===== src/rtl/mmio_pwm_led_ctrl.sv =====
// Memory-mapped N-channel LED driver: global enable, prescaled PWM counter and
// per-channel off/on/dim/blink modes with duty reloaded glitch-free at period wrap.
module mmio_pwm_led_ctrl #(
  parameter int          NUM_CH     = 4,
  parameter int          CNT_WIDTH  = 8,
  parameter int          PRE_WIDTH  = 16,
  parameter logic [31:0] BASE_ADDR  = 32'hFFFF_FF00,
  parameter bit          ACTIVE_LOW = 1'b1
) (
  input  logic              clk,
  input  logic              reset,
  input  logic [31:0]       addr,
  input  logic [31:0]       wdata,
  input  logic              we,
  input  logic              re,
  output logic [31:0]       rdata,
  output logic [NUM_CH-1:0] ch_out
);

  localparam logic [1:0] MODE_ON    = 2'b01;
  localparam logic [1:0] MODE_DIM   = 2'b10;
  localparam logic [1:0] MODE_BLINK = 2'b11;

  localparam logic [5:0] IDX_GCTRL = 6'd0;
  localparam logic [5:0] IDX_PRESC = 6'd1;
  localparam logic [5:0] IDX_COUNT = 6'd2;
  localparam logic [5:0] IDX_CH0   = 6'd4;

  logic                 hit;
  logic [5:0]           widx;
  logic                 gen_reg;
  logic [PRE_WIDTH-1:0] presc_reg;
  logic [PRE_WIDTH-1:0] pre_cnt_reg;
  logic [CNT_WIDTH-1:0] pwm_cnt_reg;
  logic                 blink_ph_reg;
  logic                 tick;
  logic                 wrap;
  logic [NUM_CH-1:0]    on_vec;
  logic [NUM_CH-1:0]    ch_out_reg;
  logic [31:0]          rdata_reg;
  logic [31:0]          read_val;
  logic [31:0]          ch_rdata [NUM_CH];
  logic                 unused_bits;

  assign hit  = (addr[31:8] == BASE_ADDR[31:8]);
  assign widx = addr[7:2];
  assign unused_bits = ^{addr[1:0], wdata};

  always_ff @(posedge clk) begin
    if (reset) begin
      gen_reg   <= 1'b0;
      presc_reg <= '0;
    end else if (we && hit) begin
      if (widx == IDX_GCTRL) gen_reg <= wdata[0];
      if (widx == IDX_PRESC) presc_reg <= wdata[PRE_WIDTH-1:0];
    end
  end

  // >= rather than == so a PRESC shrunk below the running count wraps immediately
  assign tick = gen_reg && (pre_cnt_reg >= presc_reg);
  assign wrap = tick && (&pwm_cnt_reg);

  always_ff @(posedge clk) begin
    if (reset || !gen_reg) begin
      pre_cnt_reg  <= '0;
      pwm_cnt_reg  <= '0;
      blink_ph_reg <= 1'b0;
    end else if (tick) begin
      pre_cnt_reg <= '0;
      pwm_cnt_reg <= pwm_cnt_reg + 1'b1;
      if (wrap) blink_ph_reg <= ~blink_ph_reg;
    end else begin
      pre_cnt_reg <= pre_cnt_reg + 1'b1;
    end
  end

  generate
    for (genvar gi = 0; gi < NUM_CH; gi++) begin : g_ch
      logic [CNT_WIDTH-1:0] duty_reg;
      logic [CNT_WIDTH-1:0] duty_shadow_reg;
      logic [1:0]           mode_reg;
      logic                 ch_wr;
      logic                 below;
      logic [31:0]          rd;

      assign ch_wr = we && hit && (widx == IDX_CH0 + 6'(gi));

      always_ff @(posedge clk) begin
        if (reset) begin
          duty_reg <= '0;
          mode_reg <= 2'b00;
        end else if (ch_wr) begin
          duty_reg <= wdata[CNT_WIDTH-1:0];
          mode_reg <= wdata[17:16];
        end
      end

      // Shadow follows the register while idle so enabling starts with the current duty
      always_ff @(posedge clk) begin
        if (reset) begin
          duty_shadow_reg <= '0;
        end else if (!gen_reg || wrap) begin
          duty_shadow_reg <= duty_reg;
        end
      end

      assign below = (pwm_cnt_reg < duty_shadow_reg);
      assign on_vec[gi] = (mode_reg == MODE_ON) ||
                          ((mode_reg == MODE_DIM) && below) ||
                          ((mode_reg == MODE_BLINK) && blink_ph_reg && below);

      always_comb begin
        rd = '0;
        rd[17:16] = mode_reg;
        rd[CNT_WIDTH-1:0] = duty_reg;
      end
      assign ch_rdata[gi] = rd;
    end
  endgenerate

  always_comb begin
    read_val = '0;
    if (hit) begin
      case (widx)
        IDX_GCTRL: read_val[0] = gen_reg;
        IDX_PRESC: read_val[PRE_WIDTH-1:0] = presc_reg;
        IDX_COUNT: read_val[CNT_WIDTH-1:0] = pwm_cnt_reg;
        default:   read_val = '0;
      endcase
      for (int i = 0; i < NUM_CH; i++) begin
        if (widx == IDX_CH0 + 6'(i)) read_val = ch_rdata[i];
      end
    end
  end

  always_ff @(posedge clk) begin
    if (reset) begin
      ch_out_reg <= {NUM_CH{ACTIVE_LOW}};
      rdata_reg  <= '0;
    end else begin
      ch_out_reg <= (on_vec & {NUM_CH{gen_reg}}) ^ {NUM_CH{ACTIVE_LOW}};
      if (re) rdata_reg <= read_val;
    end
  end

  assign ch_out = ch_out_reg;
  assign rdata  = rdata_reg;

endmodule


===== config.mk =====
export PLATFORM = sky130hd
export DESIGN_NAME = mmio_pwm_led_ctrl
export DESIGN_NICKNAME = d
export VERILOG_FILES = /design/src/rtl/mmio_pwm_led_ctrl.sv
export SDC_FILE = /design/constraint.sdc
export NUM_CORES = 1
export LEC_CHECK = 0
export CAP_MARGIN = 15
export CORE_ASPECT_RATIO = 0.9
export CORE_MARGIN = 2
export CORE_UTILIZATION = 55
export CTS_BUF_LIST = sky130_fd_sc_hd__clkbuf_16
export CTS_CLUSTER_SIZE = 30
export DETAILED_ROUTE_END_ITERATION = 10
export PLACE_DENSITY_LB_ADDON = 0.25
export SETUP_SLACK_MARGIN = 0.02
export SYNTH_ARGS = -nofsm -noshare
export SYNTH_HDL_FRONTEND = slang
export SYNTH_SLANG_ARGS = --single-unit

===== constraint.sdc =====
create_clock -name clk -period 2.7 [get_ports clk]
set_input_delay 0.27 -clock clk [delete_from_list [all_inputs] [get_ports clk]]
set_output_delay 0.27 -clock clk [all_outputs]
set_load 0.01 [all_outputs]

-- After elaboration in Yosys (flattened, before gate mapping)
Index checks and enable logic that the tools add are counted.
Widths: inputs -> output; s select.
- bits in registers: 150
- input port bits: 68
- output and inout port bits: 36
- word-level logic and storage cells: 92
- add/subtract/negate cells: 2
- magnitude comparators: 5
- equal/unequal tests: 19
- multiplexer cells: 8
- bitwise gates (word level): 3
- reduce and logical (&&, ||, !) cells: 36
- operators by type and width (cell ; number):
    $mux 32 ; 4
    $lt 8x8->1 ; 4
    $eq 24x24->1 const B ; 1
    $eq 6x3->1 const B ; 4
    $logic_and 1x1->1 ; 19
    $mux 18 ; 1
    $add 16x1->16 const B ; 1
    $eq 2x2->1 const B ; 8
    $ge 16x16->1 ; 1
    $pmux 7 s2 ; 1
    $logic_or 1x1->1 ; 10
    $add 8x1->8 const B ; 1
    $eq 2x1->1 const B ; 4
    $mux 8 ; 1
    $reduce_and 8->1 ; 1
    $eq 6x1->1 const B ; 1
    $eq 6x2->1 const B ; 1
    $logic_not 6->1 ; 1
    $reduce_and 2->1 ; 3
    $and 4x4->4 ; 1
    $not 4->4 ; 1
    $pmux 1 s3 ; 1
    $reduce_or 2->1 ; 1
    $logic_not 1->1 ; 1
    $not 1->1 ; 1

-- Longest topological paths before layout
- depth after elaboration: 7
- mapped depth: 10
- gate-level depth less buffers: 8

-- Worst setup path before layout
No wires, ideal clock.
- path type: flip-flop to flip-flop
- start: register presc_reg[13]
- end: register g_ch[0].duty_shadow_reg[0]
- setup time: 0.072 ns
- arrival: 2.228 ns
- data required time: 2.628 ns
- setup slack: 0.400 ns
- cell stages (with the launch flop): 10
- buffers on the path: 1
- clock period less this slack: 2.300 ns
- cell sequence: dfxtp_1 > inv_1 > ha_1 > a211oi_2 > nor2_1 > or3_1 > a211o_2 > a21boi_4 > buf_8 > mux2i_1
- word-level cells in the longest chain between the ends: 4
- RTL lines (element ; RTL line ; source):
    start, declared ; 32 ; logic [PRE_WIDTH-1:0] presc_reg;
    start signal, assigned ; 55 ; if (widx == IDX_PRESC) presc_reg <= wdata[PRE_WIDTH-1:0];
    $ge 16x16->1 ; 60 ; assign tick = gen_reg && (pre_cnt_reg >= presc_reg);
    $logic_and 1x1->1 ; 60 ;
    $logic_and 1x1->1 ; 61 ; assign wrap = tick && (&pwm_cnt_reg);
    $logic_or 1x1->1 ; 102 ; end else if (!gen_reg || wrap) begin
    end signal, assigned ; 103 ; duty_shadow_reg <= duty_reg;
    end, declared ; 80 ; logic [CNT_WIDTH-1:0] duty_shadow_reg;
Every way passes these cells.
A chain may end at the register's enable or synchronous reset.

-- Worst setup path after layout
- start: register presc_reg[13]
- end: register g_ch[3].duty_shadow_reg[0]
- word-level cells in the longest chain between the ends: 4
- RTL lines (element ; RTL line):
    $ge 16x16->1 ; 60
    $logic_and 1x1->1 ; 60
    $logic_and 1x1->1 ; 61
    $logic_or 1x1->1 ; 102
    end signal, assigned ; 103
    end, declared ; 80
Every way passes these cells.

==> metrics.log <==
INFO  metric fmax = 0.396 GHz
INFO  metric cts.sink_count = 136
INFO  metric syn2layout_area_growth = 20.9%
INFO  metric antenna-diode-count = 0
INFO  metric leading_cell_types_by_total_area_after_synthesis = dfxtp_1 39%, mux2i_1 14%, ha_1 8.2%
INFO  metric chipHeight = 111 µm
INFO  metric drt_iter0_markers = 417
INFO  metric synth-main-ff-cell = dfxtp_1
INFO  metric outcome = finished, final reports clean
INFO  metric postRouteAntennaNets = 0
INFO  metric gpl.final_weighted_congestion = 0.893
INFO  metric gr_overflow_total = 0
INFO  metric final_design_area_no_fill = 8440 µm²
INFO  metric worst_slew_pin_slew = 580 ps
INFO  metric fin_ws = 175 ps
INFO  metric min_delay_worst_type = primary input to flop
INFO  metric ys_ff_latch = 136
INFO  metric fp.coreArea = 12500 µm²
INFO  metric syn_avg_cell_area = 9.09 µm²
INFO  metric synthArstFlopShare = 0%
INFO  metric number_of_iterations_in_the_first_detailed_routing_pass = 5
INFO  metric first_pass_grt_wire_length = 27.1 mm
INFO  metric worst_slew_slack_as_a_fraction_of_its_limit = 61.2%
INFO  metric endpoint_kind = flop
INFO  metric num-fill-cells = 995
INFO  metric postPlaceCellArea = 7870 µm²
INFO  metric worst_ep_arrival = 2870 ps
INFO  metric area.sequential = 2720 µm²
INFO  metric place_worst_setup_slack = 119 ps
INFO  metric antenna_found_initial = 0
INFO  metric ys_top_cells_by_count = 136 x dfxtp_1, 98 x nor2_1, 96 x mux2i_1, 72 x nand2b_1, 54 x inv_1
INFO  metric required = 3050 ps
INFO  metric finalHoldViolations = 0
INFO  metric cts-buffers-inserted = 17
INFO  metric fin_setup_tns = 0 ps
INFO  metric final.period_utilization = 93.5%
INFO  metric post-synth-top-count-cell = dfxtp_1
INFO  metric vias = 5608
INFO  metric worstSkewPairLatency = 420 ps
INFO  metric number_of_enable_type_register_cells_in_the_synthesized_netlist = 0
INFO  metric synth_cell_types = 44
INFO  metric number_of_global_route_vias_before_repair = 5546
INFO  metric num_rows = 39
INFO  metric dieArea = 13600 µm²
INFO  metric kind_of_start_point_of_the_critical_path = flop
INFO  metric cts_post_setup_buffers_inserted = 0
INFO  metric detail_route.vias_per_cell = 5.48
INFO  metric finalCriticalPeriod = 2530 ps
INFO  metric portion_of_synthesized_cell_area_occupied_by_the_leading_cell_type = 39.0%
INFO  metric yosysTopAreaCell = dfxtp_1
INFO  metric crit_type = flop to flop
INFO  metric worst_setup_hold_path_clk_slew = 60 ps
INFO  metric grt_max_degree = 44
INFO  metric timing.final.setup_violations = 0
INFO  metric post-route-drc-count = 0
INFO  metric ys.warnings.count = 0
INFO  metric setup_repair_after_global_routing_missed_its_margin = false
INFO  metric syn-cell-area = 6990 µm²
INFO  metric cell_pwr_density = 522 nW/µm²
INFO  metric ioPinCount = 104
INFO  metric cellLeakagePower = 0.00315 µW
INFO  metric max_cap_viol_count = 0
INFO  metric drive_above_1_share = 8.26%
INFO  metric io_buffer_count = 73
INFO  metric drt_wl_total = 16.5 mm
INFO  metric root_cell_of_the_clock_tree = clkbuf_16
INFO  metric slew_violations = 0
INFO  metric cts.htree.levels = 4
INFO  metric ys_seq_area_share = 39.0%
INFO  metric clock_tree_from_tritoncts = built
INFO  metric critPathMaxFanout = 20
INFO  metric gr-usage-all-layers = 25.6%
INFO  metric fp.dieW = 123 µm
INFO  metric final.setup_skew = 5.61 ps
INFO  metric post_detail_place_hpwl = 12.1 mm
INFO  metric synthCells = 769
INFO  metric vdd.ir_drop.worst = 0.484 mV
INFO  metric initial_utilization = 55.7%
INFO  metric avgRoutedWirePerCell = 16.1 µm
INFO  metric multi_input_area = 3840 µm²
INFO  metric fin_nets = 961
INFO  metric clk_path_buf_depth = 2
-- cell usage in the layout, fill, tap and decap left out, drive strengths merged, types with 2 or more instances in the layout --
cell type	synthesis	final
xnor2	9	9
clkdlybuf4s50	0	72
nand2b	72	72
mux2	7	7
or3	6	6
nand4	12	12
buf	28	23
nand2	38	38
conb	1	14
clkbuf	21	17
o21ai	24	24
nor3	8	8
or4	4	4
a21oi	23	23
clkinv	0	8
nor4	3	3
mux2i	96	96
inv	54	58
bufinv	0	2
a211oi	7	7
nor2	99	99
a221oi	11	11
a21o	14	14
nand3	12	12
mux4	2	2
dfxtp	136	136
xor2	6	6
and3	4	4
o31ai	4	4
ha	46	46
a22oi	15	15
-- area by class of cell --
class | instances | share of cell area, %
repair buffers | 95 | 10.8
clock buffers | 17 | 5.04
multi-input cells | 543 | 45.4
inverters | 54 | 2.40
clock inverters | 15 | 1.64
well taps | 164 | 2.43
flip-flops and latches | 136 | 32.2
-- metal layers --
metal / vias up / global-route usage, % / wire length [µm]
met5: - / 0 / 0
met4: 0 / 8.81 / 304
met3: 28 / 6.22 / 962
met2: 155 / 40.6 / 7720
met1: 2660 / 33.8 / 7480
li1: 2765 / - / -
-- power breakdown --
part	switching, µW	leakage [µW]	total (µW)	internal, µW
registers	0.000000615	0.00109	2010	2010
logic	85.0	0.00177	178	93.1
clock network	877	0.000290	2220	1340
-- kinds of logic after synthesis --
kind of cell	count (synthesis)	synth area share (%)
AOI/OAI and AO/OA	103	9.85
xor gates and xnor gates	15	1.88
adders and majority gates	46	8.24
buffers and inverters	103	7.15
DFF	136	39.0
muxes	105	15.5
other	1	0.0537
and+or+nand+nor	260	18.3
-- worst paths after layout --
kind	from	end	slack, ps	cells after the start
setup reg to reg	presc_reg[13]	g_ch[3].duty_shadow_reg[0]	170	9
hold / removal	reset	g_ch[2].duty_reg[5]	250	2
hold reg to reg	rdata[3]	rdata[3]	450	2
setup / recovery	presc_reg[13]	g_ch[3].duty_shadow_reg[0]	170	9
-- metrics by stage --
| stage | hold WS, ps | util, % | instances | total power, µW |
|---|---|---|---|---|
| after global placement | 445 | 62.7 | 992 | 2220 |
| after CTS | 235 | 67.2 | 1024 | 4430 |
| after global routing | 277 | 67.3 | 1024 | 4540 |
| after detailed placement | 442 | 62.7 | 992 | 2230 |
| after floorplan | 414 | - | 782 | 2140 |
| final | 250 | 67.3 | 1024 | 4410 |
-- worst max-delay path, stage by stage (launching register included) --
cell and delay [ps]:
dfxtp_1 380, inv_1 70, ha_1 320, a211oi_2 180, nor2_1 70, or3_1 380, a211o_4 380, a21boi_4 210
buf_12 220, mux2i_1 220
-- what timing repair did --
item                       4_1_cts  5_1_grt
hold buffers                     0        0
setup endpoints to repair        0        9
gates resized for setup          0        3
(Power assumes the default switching activity.)
